### src/rtl/load_response_formatter_if.sv
// rtl/load_response_formatter_if.sv - load response formatter bus bundle
//
// Purpose: groups the attributes-FIFO head, subunit data return and
// writeback handshake signals of the load response formatter.
// Ports (signals):
//   attr_valid/attr_fn3/attr_byte_addr/attr_id/attr_subunit  FIFO head entry
//   attr_pop                                                  FIFO pop strobe
//   sub_data_valid/sub_data/sub_data_ack                      subunit returns
//   wb_valid/wb_data/wb_id/wb_ack                             writeback result
//   order_error                                               sticky protocol flag
// Modports: slave = formatter side, master = surrounding LSU / bench side.
interface load_response_formatter_if #(
  parameter int NUM_SUBUNITS = 3,
  parameter int ID_W         = 3,
  parameter int XLEN         = 32
);
  logic                         attr_valid;
  logic [2:0]                   attr_fn3;
  logic [1:0]                   attr_byte_addr;
  logic [ID_W-1:0]              attr_id;
  logic [1:0]                   attr_subunit;
  logic                         attr_pop;
  logic [NUM_SUBUNITS-1:0]      sub_data_valid;
  logic [NUM_SUBUNITS*XLEN-1:0] sub_data;
  logic [NUM_SUBUNITS-1:0]      sub_data_ack;
  logic                         wb_valid;
  logic [XLEN-1:0]              wb_data;
  logic [ID_W-1:0]              wb_id;
  logic                         wb_ack;
  logic                         order_error;

  modport slave (
    input  attr_valid, attr_fn3, attr_byte_addr, attr_id, attr_subunit,
    output attr_pop,
    input  sub_data_valid, sub_data,
    output sub_data_ack,
    output wb_valid, wb_data, wb_id,
    input  wb_ack,
    output order_error
  );

  modport master (
    output attr_valid, attr_fn3, attr_byte_addr, attr_id, attr_subunit,
    input  attr_pop,
    output sub_data_valid, sub_data,
    input  sub_data_ack,
    input  wb_valid, wb_data, wb_id,
    output wb_ack,
    input  order_error
  );
endinterface

### src/rtl/load_response_formatter.sv
// rtl/load_response_formatter.sv - pairs load attributes with returned data and formats the result
//
// Purpose: takes the attributes-FIFO head entry, waits for the selected
// subunit to return its word, aligns and sign/zero-extends it and presents
// it to writeback from a single output register with a valid/ack handshake.
// Ports:
//   clk   clock
//   rst   asynchronous active-high reset
//   bus   load_response_formatter_if.slave (attributes, subunit data,
//         writeback handshake, sticky order_error)
module load_response_formatter #(
  parameter int NUM_SUBUNITS = 3,
  parameter int ID_W         = 3,
  parameter int XLEN         = 32
) (
  input  logic                    clk,
  input  logic                    rst,
  load_response_formatter_if.slave bus
);

  localparam logic [2:0] FN3_LB  = 3'b000;
  localparam logic [2:0] FN3_LH  = 3'b001;
  localparam logic [2:0] FN3_LBU = 3'b100;
  localparam logic [2:0] FN3_LHU = 3'b101;

  logic            wb_valid_q, wb_valid_d;
  logic [XLEN-1:0] wb_data_q,  wb_data_d;
  logic [ID_W-1:0] wb_id_q,    wb_id_d;
  logic            order_error_q, order_error_d;

  logic [NUM_SUBUNITS-1:0] head_onehot;
  logic                    sub_in_range;
  logic                    head_data_valid;
  logic                    slot_free;
  logic                    accept;
  logic                    stray_valid;
  logic [XLEN-1:0]         head_word;
  logic [XLEN-1:0]         shifted;
  logic [XLEN-1:0]         formatted;

  // Decode of the head's subunit; an out-of-range index decodes to all
  // zeros so it can never match a returning subunit and never completes.
  always_comb begin
    head_onehot = '0;
    for (int i = 0; i < NUM_SUBUNITS; i++) begin
      head_onehot[i] = (bus.attr_subunit == 2'(i));
    end
  end

  assign sub_in_range    = (int'(bus.attr_subunit) < NUM_SUBUNITS);
  assign head_data_valid = |(bus.sub_data_valid & head_onehot);
  assign slot_free       = ~wb_valid_q | bus.wb_ack;
  assign accept          = bus.attr_valid & head_data_valid & slot_free;

  // Any return that does not belong to the current head is out of order.
  always_comb begin
    if (bus.attr_valid) begin
      stray_valid = |(bus.sub_data_valid & ~head_onehot);
    end else begin
      stray_valid = |bus.sub_data_valid;
    end
  end

  always_comb begin
    head_word = '0;
    for (int i = 0; i < NUM_SUBUNITS; i++) begin
      if (head_onehot[i]) begin
        head_word = bus.sub_data[i*XLEN +: XLEN];
      end
    end
  end

  // Byte lane alignment: shift the addressed byte down to bit 0.
  assign shifted = head_word >> {bus.attr_byte_addr, 3'b000};

  always_comb begin
    case (bus.attr_fn3)
      FN3_LB:  formatted = {{(XLEN-8){shifted[7]}}, shifted[7:0]};
      FN3_LBU: formatted = {{(XLEN-8){1'b0}}, shifted[7:0]};
      FN3_LH:  formatted = {{(XLEN-16){shifted[15]}}, shifted[15:0]};
      FN3_LHU: formatted = {{(XLEN-16){1'b0}}, shifted[15:0]};
      default: formatted = shifted;  // LW and the undefined encodings
    endcase
  end

  always_comb begin
    wb_valid_d    = wb_valid_q;
    wb_data_d     = wb_data_q;
    wb_id_d       = wb_id_q;
    order_error_d = order_error_q;

    if (accept) begin
      wb_valid_d = 1'b1;
      wb_data_d  = formatted;
      wb_id_d    = bus.attr_id;
    end else if (bus.wb_ack) begin
      wb_valid_d = 1'b0;
    end

    if (stray_valid || (bus.attr_valid && !sub_in_range)) begin
      order_error_d = 1'b1;
    end
  end

  always_ff @(posedge clk or posedge rst) begin
    if (rst) begin
      wb_valid_q    <= 1'b0;
      wb_data_q     <= '0;
      wb_id_q       <= '0;
      order_error_q <= 1'b0;
    end else begin
      wb_valid_q    <= wb_valid_d;
      wb_data_q     <= wb_data_d;
      wb_id_q       <= wb_id_d;
      order_error_q <= order_error_d;
    end
  end

  assign bus.attr_pop     = accept;
  assign bus.sub_data_ack = accept ? head_onehot : '0;
  assign bus.wb_valid     = wb_valid_q;
  assign bus.wb_data      = wb_data_q;
  assign bus.wb_id        = wb_id_q;
  assign bus.order_error  = order_error_q;

endmodule
### src/flat_wrapper.sv
// flat-port wrapper written by rule: the top's interface ports become plain ports
module load_response_formatter_flat 
#(
  parameter int NUM_SUBUNITS = 3,
  parameter int ID_W         = 3,
  parameter int XLEN         = 32
)
  (clk, rst, bus_attr_valid, bus_attr_fn3, bus_attr_byte_addr, bus_attr_id, bus_attr_subunit, bus_attr_pop, bus_sub_data_valid, bus_sub_data, bus_sub_data_ack, bus_wb_valid, bus_wb_data, bus_wb_id, bus_wb_ack, bus_order_error);
  load_response_formatter_if #(.NUM_SUBUNITS(NUM_SUBUNITS), .ID_W(ID_W), .XLEN(XLEN)) bus_i ();
  input  logic clk;
  input  logic rst;
  input wire logic [$bits(bus_i.attr_valid)-1:0] bus_attr_valid;
  input wire logic [$bits(bus_i.attr_fn3)-1:0] bus_attr_fn3;
  input wire logic [$bits(bus_i.attr_byte_addr)-1:0] bus_attr_byte_addr;
  input wire logic [$bits(bus_i.attr_id)-1:0] bus_attr_id;
  input wire logic [$bits(bus_i.attr_subunit)-1:0] bus_attr_subunit;
  output wire logic [$bits(bus_i.attr_pop)-1:0] bus_attr_pop;
  input wire logic [$bits(bus_i.sub_data_valid)-1:0] bus_sub_data_valid;
  input wire logic [$bits(bus_i.sub_data)-1:0] bus_sub_data;
  output wire logic [$bits(bus_i.sub_data_ack)-1:0] bus_sub_data_ack;
  output wire logic [$bits(bus_i.wb_valid)-1:0] bus_wb_valid;
  output wire logic [$bits(bus_i.wb_data)-1:0] bus_wb_data;
  output wire logic [$bits(bus_i.wb_id)-1:0] bus_wb_id;
  input wire logic [$bits(bus_i.wb_ack)-1:0] bus_wb_ack;
  output wire logic [$bits(bus_i.order_error)-1:0] bus_order_error;
  assign bus_i.attr_valid = bus_attr_valid;
  assign bus_i.attr_fn3 = bus_attr_fn3;
  assign bus_i.attr_byte_addr = bus_attr_byte_addr;
  assign bus_i.attr_id = bus_attr_id;
  assign bus_i.attr_subunit = bus_attr_subunit;
  assign bus_attr_pop = bus_i.attr_pop;
  assign bus_i.sub_data_valid = bus_sub_data_valid;
  assign bus_i.sub_data = bus_sub_data;
  assign bus_sub_data_ack = bus_i.sub_data_ack;
  assign bus_wb_valid = bus_i.wb_valid;
  assign bus_wb_data = bus_i.wb_data;
  assign bus_wb_id = bus_i.wb_id;
  assign bus_i.wb_ack = bus_wb_ack;
  assign bus_order_error = bus_i.order_error;
  load_response_formatter #(.NUM_SUBUNITS(NUM_SUBUNITS), .ID_W(ID_W), .XLEN(XLEN)) u_core (.clk(clk), .rst(rst), .bus(bus_i));
endmodule
### config.mk
export PLATFORM = sky130hd
export DESIGN_NAME = load_response_formatter_flat
export DESIGN_NICKNAME = d
export VERILOG_FILES = /design/src/rtl/load_response_formatter_if.sv /design/src/rtl/load_response_formatter.sv /design/src/flat_wrapper.sv
export SDC_FILE = /design/constraint.sdc
export NUM_CORES = 1
export LEC_CHECK = 0
export ABC_AREA = 1
export CORE_ASPECT_RATIO = 0.75
export CORE_UTILIZATION = 40
export CTS_BUF_LIST = sky130_fd_sc_hd__clkbuf_8
export CTS_CLUSTER_SIZE = 30
export DETAILED_ROUTE_END_ITERATION = 8
export PLACE_DENSITY = 0.79
export SLEW_MARGIN = 20
export SYNTH_ARGS = -nofsm -noshare
export SYNTH_HDL_FRONTEND = slang
export SYNTH_SLANG_ARGS = --single-unit
### constraint.sdc
create_clock -name clk -period 2.1 [get_ports clk]
set_clock_uncertainty 0.1 [all_clocks]
set_input_delay 0.42 -clock clk [delete_from_list [all_inputs] [get_ports clk]]
set_output_delay 0.42 -clock clk [all_outputs]
set_load 0.02 [all_outputs]
==> summary.txt <==
CTS tree = built
R2R Path Start = u_core.bus.wb_valid
Arr. time, crit path = 1.53 ns
Final min period = 2.055 ns
# hold bufs at CTS = 0
CTS buffer count = 5
layout cells sized above 1 = 0.1072
Pleak = 0.002534 uW
PortBufs = 153
multi-input gate area in the final layout = 0.001838 mm2
power per standard cell area = 626.1 mW/mm2
routed vias = 3953
Critical Path Max Stage Delay = 0.24 ns
final hold violation count = 0
Post-DRT Antenna Nets = 0
Setup crit start kind = input port
DIE HEIGHT = 79.07 um
Distinct cells, synth = 29
clock sink count = 37
die footprint = 0.008283 mm2
starting density of the core = 0.4224
Post-synth ARST share = 1.000
GPL Wtd Cong = 0.8871
num ports = 154
Detailed Route WL = 10980 um
DR pass1 iterations = 5
Antenna diodes = 0
vias in the first global route = 3950
WP buf/inv = 4
Critical Path End Type = primary output
cell chosen for the clock root = clkbuf_8
Setup Viol. Count Final = 0
Tightest Pin Transition = 0.4702 ns
H-tree depth = 2
Top FF cell, synth = dfrtp_1
# DRC = 0
kind of critical path = input port to primary output
maximum VDD drop = 414.6 uV
Pins Over Slew Limit = 0
GRT Total Usage = 0.2690
CTS Buffer Depth = 2
outcome = finished, final reports clean
hold path start = u_core.bus.wb_data[9]
flops & latches, synth = 37
fmax = 486.7 MHz
dpl hpwl = 8538 um
synthesized cell area = 0.003168 mm2
Clock Latency Late Sink = 0.29 ns
Hold Path End = u_core.bus.wb_data[9]
Clk pin slew, worst setup/hold paths = 0.08 ns
WHS Path Cells = 2
Via density = 5.055
net count after synthesis = 634
first-pass GRT wire length = 18110 um
Max-slew headroom = 0.6865
Routed wire per std cell = 14.04 um
Hold WC Path Type = flop to flop
r2r worst-path depth = 8
first-iteration detailed-routing DRC count = 249
initial antenna violation count = 0
Critical Path Slowest Stage Cell = dlygate4sd2_1
dpl cell area = 0.004878 mm2
CP top delay family = buffers and inverters
critical-path cell list = dlygate4sd2_1 > buf_12 > inv_6 > nor2_4 > nand2_2 > nand3_2 > nand3_4 > nor2_1 > buf_4
final net count = 793
row count = 27
sequential share of the synthesized area = 0.2923
FF-to-FF End = u_core.bus.wb_data[20]
Die X = 104.8 um
syn_area_per_cell = 6.081 um2
total grt overflow = 0
area delta synth->final = 60.27%
Max-Cap Viols = 0
Pwr Total = 3179 uW
number of synthesized flops with an enable pin = 0
R2R setup slack = 0.41 ns
fill count = 684
final instance area = 0.005077 mm2
Worst Setup SP = bus_attr_subunit[0]
largest net degree at the start of global routing = 38
Synth warnings = 0
Tcrit/Tclk final = 0.9784
FF/Latch Area = 925.9 um2
Syn Inst Count = 521
Crit Path Max Fanout = 6
Crit path required time = 1.58 ns
core area = 0.007500 mm2
-- Yosys cell counts (9+ instances only) --
cell | count | area share
nand4_1 | 16 | 0.032
nor2_1 | 23 | 0.027
or2_2 | 9 | 0.018
inv_1 | 53 | 0.063
o21ai_0 | 10 | 0.016
nand3_1 | 74 | 0.12
nand2_1 | 209 | 0.25
dfrtp_1 | 37 | 0.29
a21oi_1 | 20 | 0.032
buf_2 | 10 | 0.016
or2_1 | 11 | 0.022
-- registers in the layout, indices dropped and copies added (netlist names) --
name / flops
u_core.bus.wb_id: 3
u_core.bus.order_error: 1
u_core.bus.wb_data: 32
u_core.bus.wb_valid: 1
-- cell families (layout without fill, tap and decap cells) --
logic type      after synthesis  in the layout  share of synthesized area
compound gates               40             40                    0.06951
flops                        37             37                     0.2923
simple gates                354            354                     0.5020
buf+inv                      90            250                     0.1363
-- report_power, final --
| group | leakage, uW | internal (uW) | switching, uW |
|---|---|---|---|
| Clock | 0.0000687 | 478 | 267 |
| Combinational | 0.00202 | 733 | 729 |
| Sequential | 0.000444 | 880 | 92.3 |
-- cell usage in the layout, fill, tap and decap left out, drive strengths merged, types with 2 or more instances in the layout --
master,count
a21oi,22
a31oi,2
buf,33
bufinv,2
clkbuf,6
clkdlybuf4s50,147
dfrtp,37
dlygate4sd2,2
inv,60
nand2,212
nand3,77
nand4,16
nor2,27
nor3,2
o211ai,3
o21ai,12
or2,20
-- metrics by stage --
stage	TNS, ns	setup slack (ns)	std cells	hold slack (ns)	utilization
after floorplan	0	0.1145	521	0.4296	-
after global placement	-13.95	-0.6161	772	0.3667	0.6505
after detailed placement	-16.12	-0.6707	772	0.3666	0.6505
after CTS	0	0.07282	781	0.3916	0.6695
after global routing	-0.1471	-0.03110	782	0.4115	0.6770
final	0	0.04541	782	0.3885	0.6770
-- area by class of cell --
cell class | count | share of cell area
tap | 101 | 0.02489
clock inverter | 3 | 0.01355
timing repair buffer | 183 | 0.3581
sequential | 37 | 0.1824
clock buffer | 5 | 0.01355
inverter | 59 | 0.04559
multi-input combinational | 394 | 0.3620
-- per-layer routing --
metal | vias up | GRT usage | share of wire | routed length (um)
met1 | 1809 | 0.3383 | 0.44 | 4792
met4 | 0 | 0.05070 | 0.012 | 130
met3 | 14 | 0.05993 | 0.076 | 836
li1 | 1953 | - | - | -
met2 | 177 | 0.4781 | 0.48 | 5221
met5 | - | 0 | 0 | 0
-- worst reg2reg max path: stages (launching register included) --
cell,delay (ns)
dfrtp_1,0.39
nand2_1,0.13
nand3_4,0.13
buf_4,0.16
buf_4,0.25
a21oi_1,0.20
nand3_1,0.10
nand2_1,0.08
inv_1,0.04
-- how the worst max path moves through the flow --
| stage | cells past startpoint | slack [ns] | to |
|---|---|---|---|
| 2_1_floorplan | 8 | 0.11 | bus_sub_data_ack[0] |
| 3_3_place_gp | 9 | -0.62 | bus_sub_data_ack[1] |
| 6_report | 9 | 0.05 | bus_sub_data_ack[2] |
| 4_1_cts | 9 | 0.07 | bus_sub_data_ack[1] |
| 5_1_grt | 15 | -0.03 | u_core.bus.wb_data[26] |
| 3_5_place_dp | 9 | -0.67 | bus_sub_data_ack[1] |
-- what timing repair did --
action | CTS | global route
buffers inserted | 1 | 0
resized for setup | 23 | 8
endpoints found under the setup margin | 29 | 21
cloned | 0 | 1
pin swaps | 0 | 1
endpoints found under the hold margin | 0 | 0
No activity file was read; power rests on OpenSTA's default activity.
